<file path="src/rtl/demux_pkg.sv">
// Shared types and constants for the 1-to-2 buffered demultiplexer.
package demux_pkg;

  localparam int DEMUX_WIDTH_DEFAULT = 32;
  localparam int DEMUX_CNT_W         = 16;

  // Occupancy of one 2-entry output buffer.
  typedef enum logic [1:0] {
    EMPTY = 2'd0,
    ONE   = 2'd1,
    FULL  = 2'd2
  } buf_state_e;

  // A buffer can take a new word unless both slots are occupied.
  function automatic logic buf_can_push(input buf_state_e st);
    return (st != FULL);
  endfunction

endpackage

</file>
<file path="src/rtl/demux_out_buf.sv">
// One 2-entry FIFO behind a demux output port.
// The head slot drives the port directly, so data is stable while stalled.
module demux_out_buf
  import demux_pkg::*;
#(
  parameter int WIDTH = DEMUX_WIDTH_DEFAULT
) (
  input  logic             clk,
  input  logic             rst_n,
  input  logic             push_i,
  input  logic [WIDTH-1:0] data_i,
  input  logic             ready_i,
  output logic             valid_o,
  output logic [WIDTH-1:0] data_o,
  output logic             full_o
);

  buf_state_e       state_q;
  logic [WIDTH-1:0] head_q;
  logic [WIDTH-1:0] tail_q;
  logic             push_s;
  logic             pop_s;

  // A push into FULL is blocked upstream; a pop from EMPTY is ignored.
  assign push_s = push_i && buf_can_push(state_q);
  assign pop_s  = ready_i && (state_q != EMPTY);

  // Occupancy FSM with head/tail storage; push+pop at ONE replaces the head.
  always_ff @(posedge clk or negedge rst_n) begin
    if (!rst_n) begin
      state_q <= EMPTY;
      head_q  <= {WIDTH{1'b0}};
      tail_q  <= {WIDTH{1'b0}};
    end else begin
      case (state_q)
        EMPTY: begin
          if (push_s) begin
            head_q  <= data_i;
            state_q <= ONE;
          end
        end
        ONE: begin
          if (push_s && pop_s) begin
            head_q <= data_i;
          end else if (push_s) begin
            tail_q  <= data_i;
            state_q <= FULL;
          end else if (pop_s) begin
            state_q <= EMPTY;
          end
        end
        FULL: begin
          if (pop_s) begin
            head_q  <= tail_q;
            state_q <= ONE;
          end
        end
        default: begin
          state_q <= EMPTY;
        end
      endcase
    end
  end

  assign valid_o = (state_q != EMPTY);
  assign data_o  = head_q;
  assign full_o  = (state_q == FULL);

endmodule

</file>
<file path="src/rtl/demux1to2_buf.sv">
// 1-to-2 demultiplexer with a 2-entry buffer per output port.
// Optional feature: define DEMUX_STATS_EN to enable the per-port
// accepted-transfer counters; otherwise cnt_a/cnt_b are tied to zero.
module demux1to2_buf
  import demux_pkg::*;
#(
  parameter int WIDTH = DEMUX_WIDTH_DEFAULT
) (
  input  logic                   clk,
  input  logic                   rst_n,
  input  logic                   in_valid,
  output logic                   in_ready,
  input  logic                   sel,
  input  logic [WIDTH-1:0]       data_in,
  output logic                   out_a_valid,
  output logic                   out_b_valid,
  input  logic                   out_a_ready,
  input  logic                   out_b_ready,
  output logic [WIDTH-1:0]       data_a,
  output logic [WIDTH-1:0]       data_b,
  output logic [DEMUX_CNT_W-1:0] cnt_a,
  output logic [DEMUX_CNT_W-1:0] cnt_b
);

  logic full_a_s;
  logic full_b_s;
  logic accept_s;
  logic push_a_s;
  logic push_b_s;

  // Readiness follows the currently selected buffer only, never downstream ready,
  // so a sel change while stalled is re-evaluated in the same cycle.
  assign in_ready = sel ? !full_b_s : !full_a_s;
  assign accept_s = in_valid && in_ready;
  assign push_a_s = accept_s && !sel;
  assign push_b_s = accept_s && sel;

  demux_out_buf #(.WIDTH(WIDTH)) u_buf_a (
    .clk     (clk),
    .rst_n   (rst_n),
    .push_i  (push_a_s),
    .data_i  (data_in),
    .ready_i (out_a_ready),
    .valid_o (out_a_valid),
    .data_o  (data_a),
    .full_o  (full_a_s)
  );

  demux_out_buf #(.WIDTH(WIDTH)) u_buf_b (
    .clk     (clk),
    .rst_n   (rst_n),
    .push_i  (push_b_s),
    .data_i  (data_in),
    .ready_i (out_b_ready),
    .valid_o (out_b_valid),
    .data_o  (data_b),
    .full_o  (full_b_s)
  );

`ifdef DEMUX_STATS_EN
  logic [DEMUX_CNT_W-1:0] cnt_a_q;
  logic [DEMUX_CNT_W-1:0] cnt_b_q;
  logic [DEMUX_CNT_W-1:0] cnt_a_d;
  logic [DEMUX_CNT_W-1:0] cnt_b_d;

  // Next counter values; natural 16-bit wrap from FFFF to 0.
  always_comb begin
    cnt_a_d = cnt_a_q;
    cnt_b_d = cnt_b_q;
    if (push_a_s) begin
      cnt_a_d = cnt_a_q + 16'd1;
    end else begin
      cnt_a_d = cnt_a_q;
    end
    if (push_b_s) begin
      cnt_b_d = cnt_b_q + 16'd1;
    end else begin
      cnt_b_d = cnt_b_q;
    end
  end

  // Accepted-transfer counters, cleared by reset.
  always_ff @(posedge clk or negedge rst_n) begin
    if (!rst_n) begin
      cnt_a_q <= 16'd0;
      cnt_b_q <= 16'd0;
    end else begin
      cnt_a_q <= cnt_a_d;
      cnt_b_q <= cnt_b_d;
    end
  end

  assign cnt_a = cnt_a_q;
  assign cnt_b = cnt_b_q;
`else
  assign cnt_a = 16'd0;
  assign cnt_b = 16'd0;
`endif

endmodule

</file>
<file path="config.mk">
export PLATFORM = sky130hd
export DESIGN_NAME = demux1to2_buf
export DESIGN_NICKNAME = d
export VERILOG_FILES = /design/src/rtl/demux_pkg.sv /design/src/rtl/demux_out_buf.sv /design/src/rtl/demux1to2_buf.sv
export SDC_FILE = /design/constraint.sdc
export NUM_CORES = 1
export LEC_CHECK = 0
export ABC_AREA = 1
export BUFFER_PORTS_ARGS = -buffer_cell sky130_fd_sc_hd__buf_2
export CAP_MARGIN = 20
export CORE_MARGIN = 3
export CORE_UTILIZATION = 27
export DETAILED_ROUTE_END_ITERATION = 10
export PLACE_DENSITY_LB_ADDON = 0.3
export SETUP_SLACK_MARGIN = 0.4
export SYNTH_ARGS = -nofsm -noshare
export SYNTH_HDL_FRONTEND = slang
export SYNTH_HIERARCHICAL = 1
export SYNTH_SLANG_ARGS = --single-unit
</file>
<file path="constraint.sdc">
create_clock -name clk -period 2.1 [get_ports clk]
set_input_delay 0.105 -clock clk [delete_from_list [all_inputs] [get_ports clk]]
set_output_delay 0.105 -clock clk [all_outputs]
set_load 0.01 [all_outputs]
</file>
==> results.sh <==
export IMPL_routedWlPerCell_um=14.1
export IMPL_dieWidth_um=161
export IMPL_reg2reg_setup_slack_ps=450
export IMPL_fp_dieH_um=161
export IMPL_die_area_um2=26000
export IMPL_critPathRequiredTime_ps=2400
export IMPL_ff2ff_path_depth=11
export IMPL_synth_avg_cell_area_um2=7.80
export IMPL_vias_per_cell=4.18
export IMPL_clkLatencyLatePin_ps=420
export IMPL_num_fill_cells=2504
export IMPL_coreArea_um2=23500
export IMPL_ys_ff_latch=132
export IMPL_skew_ps=7.60
export IMPL_layout_nets=1011
export IMPL_drc=0
export IMPL_critPathLaunch="u_buf_b/state_q[1]"
export IMPL_cap_violations=0
export IMPL_portBuffers=104
export IMPL_fin_crit_sh_pct=78.5
export IMPL_outcome="finished, final reports clean"
export IMPL_start_util_pct=27.6
export IMPL_cp_start_kind="register"
export IMPL_dr_first_iter_drc_count=363
export IMPL_critPathMaxFanout=8
export IMPL_cts_buffer_depth=2
export IMPL_row_count=56
export IMPL_netlist_top_cells_area="dfrtp_1, nand2_1, nand3_1, buf_4, inv_1"
export IMPL_grt_pass1_vias=5297
export IMPL_fin_setup_tns_ps=0
export IMPL_num_vias=5459
export IMPL_yosysTopAreaCellShare_pct=50.8
export IMPL_power_leakage_uw=0.00471
export IMPL_syn_inst=834
export IMPL_rsz0062_at_grt="true"
export IMPL_grt_first_pass_wirelength_um=28900
export IMPL_layout_commonest_cell="nand2_1"
export IMPL_cts_sinks=132
export IMPL_min_to="u_buf_b/state_q[0]"
export IMPL_finalWorstPathRequiredPeriod_ps=1650
export IMPL_final_antenna_net_count=0
export IMPL_min_path_cells=4
export IMPL_grt_max_degree=55
export IMPL_hold_start="out_b_ready"
export IMPL_critical_path_class="register to register"
export IMPL_slew_viol_final=0
export IMPL_dpl_cell_area_um2=7250
export IMPL_r2r_start="u_buf_b/state_q[1]"
export IMPL_drive_above_1_share_pct=21.7
export IMPL_numCtsBuffers=17
export IMPL_max_freq_mhz=606
export IMPL_area_growth_pct=29.5
export IMPL_cts_tree="built"
export IMPL_power_density_nw_per_um2=1460
export IMPL_crit_arrival_ps=1950
export IMPL_seq_area_frac_synth_pct=50.8
export IMPL_path_clk_slew_ps=60
export IMPL_diodes=0
export IMPL_timing_hold_ws_ps=39.0
export IMPL_finalSetupViolCount=0
export IMPL_finish_instance_area_um2=8420
export IMPL_reg2reg_to="u_buf_b/data_o[24]"
export IMPL_grt_usage_pct=14.1
export IMPL_cts_max_level=4
export IMPL_hold_class="primary input to register"
export IMPL_place_congestion=0.811
export IMPL_peakVddDrop_v=0.000783
export IMPL_syn_area_um2=6500
export IMPL_postLayoutCoreUtil_pct=35.8
export IMPL_antenna_found_initial=0
export IMPL_ioPinCount=137
export IMPL_drt_pre_antenna_iters=7
export IMPL_ys_types=20
export IMPL_hpwl_um=11500
export IMPL_wl_um=18400
export IMPL_synth_warnings=6
export IMPL_layout_common_cells="nand2_1, dfrtp_1, buf_2, inv_1, nand3_1"
export IMPL_synth_top_area_cell="dfrtp_1"
export IMPL_power_uw=12300
export IMPL_clockRootBuffer="clkbuf_16"
export IMPL_endpoint_kind="register"
export IMPL_gr_total_overflow=0
export IMPL_hold_viol_final=0
==> critical path: stages (launching register included) <==
cell       delay (ps)
dfrtp_1           390
inv_2              70
nor2_4             40
inv_2              50
nand2_2            60
nor2_4            140
nand2_2            80
o21bai_4          170
nand3_4           190
clkbuf_16         240
nand2_2            60
nand2_1            40
==> cell usage after synthesis <==
| library cell | number |
|---|---|
| buf_2 | 18 |
| buf_4 | 46 |
| buf_6 | 10 |
| clkbuf_1 | 2 |
| clkinv_1 | 1 |
| conb_1 | 1 |
| dfrtp_1 | 132 |
| inv_1 | 77 |
| inv_2 | 2 |
| nand2_1 | 398 |
| nand2_2 | 1 |
| nand3_1 | 70 |
| nand3_2 | 2 |
| nor2_1 | 3 |
| nor2_2 | 3 |
| nor2_4 | 2 |
| o21ai_0 | 18 |
| o21ai_1 | 26 |
| o21ai_2 | 20 |
| o21bai_2 | 2 |
==> stage by stage <==
stage               cells  setup slack [ps]
floorplan             865               375
global placement     1232               263
detailed placement   1232               264
CTS                  1299               405
global route         1305               359
finish               1305               451
==> area by class of cell <==
class                           count  area [µm²]  area share [%]
Clock inverter                     11         173            2.05
Clock buffer                       21         470            5.58
Tap cell                          319         399            4.74
Timing Repair Buffer              165        1230            14.6
Inverter                           80         300            3.56
Multi-Input combinational cell    577        2550            30.3
Sequential cell                   132        3300            39.2
==> cells by family after synthesis <==
logic type,count (synthesis),share of synthesized area [%]
buffers and inverters,156,13.2
AOI/OAI and AO/OA,66,6.43
other,1,0.0577
DFF,132,50.8
and+or+nand+nor,479,29.6
==> sequential cells by signal (all words and copies together), names as in the netlist <==
signal	flops
u_buf_b/tail_q	32
u_buf_a/state_q	2
u_buf_a/data_o	32
u_buf_b/data_o	32
u_buf_b/state_q	2
u_buf_a/tail_q	32
==> repair_timing <==
| item | CTS | global route |
|---|---|---|
| hold buffers | 33 | 0 |
| buffers inserted | 2 | 3 |
| endpoints found under the setup margin | 64 | 66 |
| hold endpoints to repair | 101 | 0 |
| resized for setup | 7 | 22 |
| gates cloned | 0 | 3 |
| pin swaps | 1 | 7 |
==> how the worst max path moves through the flow <==
stage                     cells after the start            endpoint
after floorplan                              12   u_buf_b/data_o[0]
after global placement                       10  u_buf_b/data_o[12]
after detailed placement                     11   u_buf_a/data_o[8]
after CTS                                    12  u_buf_a/data_o[26]
after global routing                         11  u_buf_b/data_o[24]
final                                        11  u_buf_b/data_o[24]
==> power by group <==
part | internal, µW | switching [µW]
combinational | 1840 | 2730
sequential | 3800 | 735
clock | 2090 | 1140
total | 7730 | 4610
==> metal layers <==
layer | vias up | track usage (%) | routed length (µm)
met5 | - | 0 | 0
met4 | 0 | 3.05 | 127
met3 | 8 | 3.26 | 942
met2 | 145 | 22.5 | 8320
met1 | 2538 | 19.5 | 9020
li1 | 2768 | - | -
(Power assumes the default switching activity.)
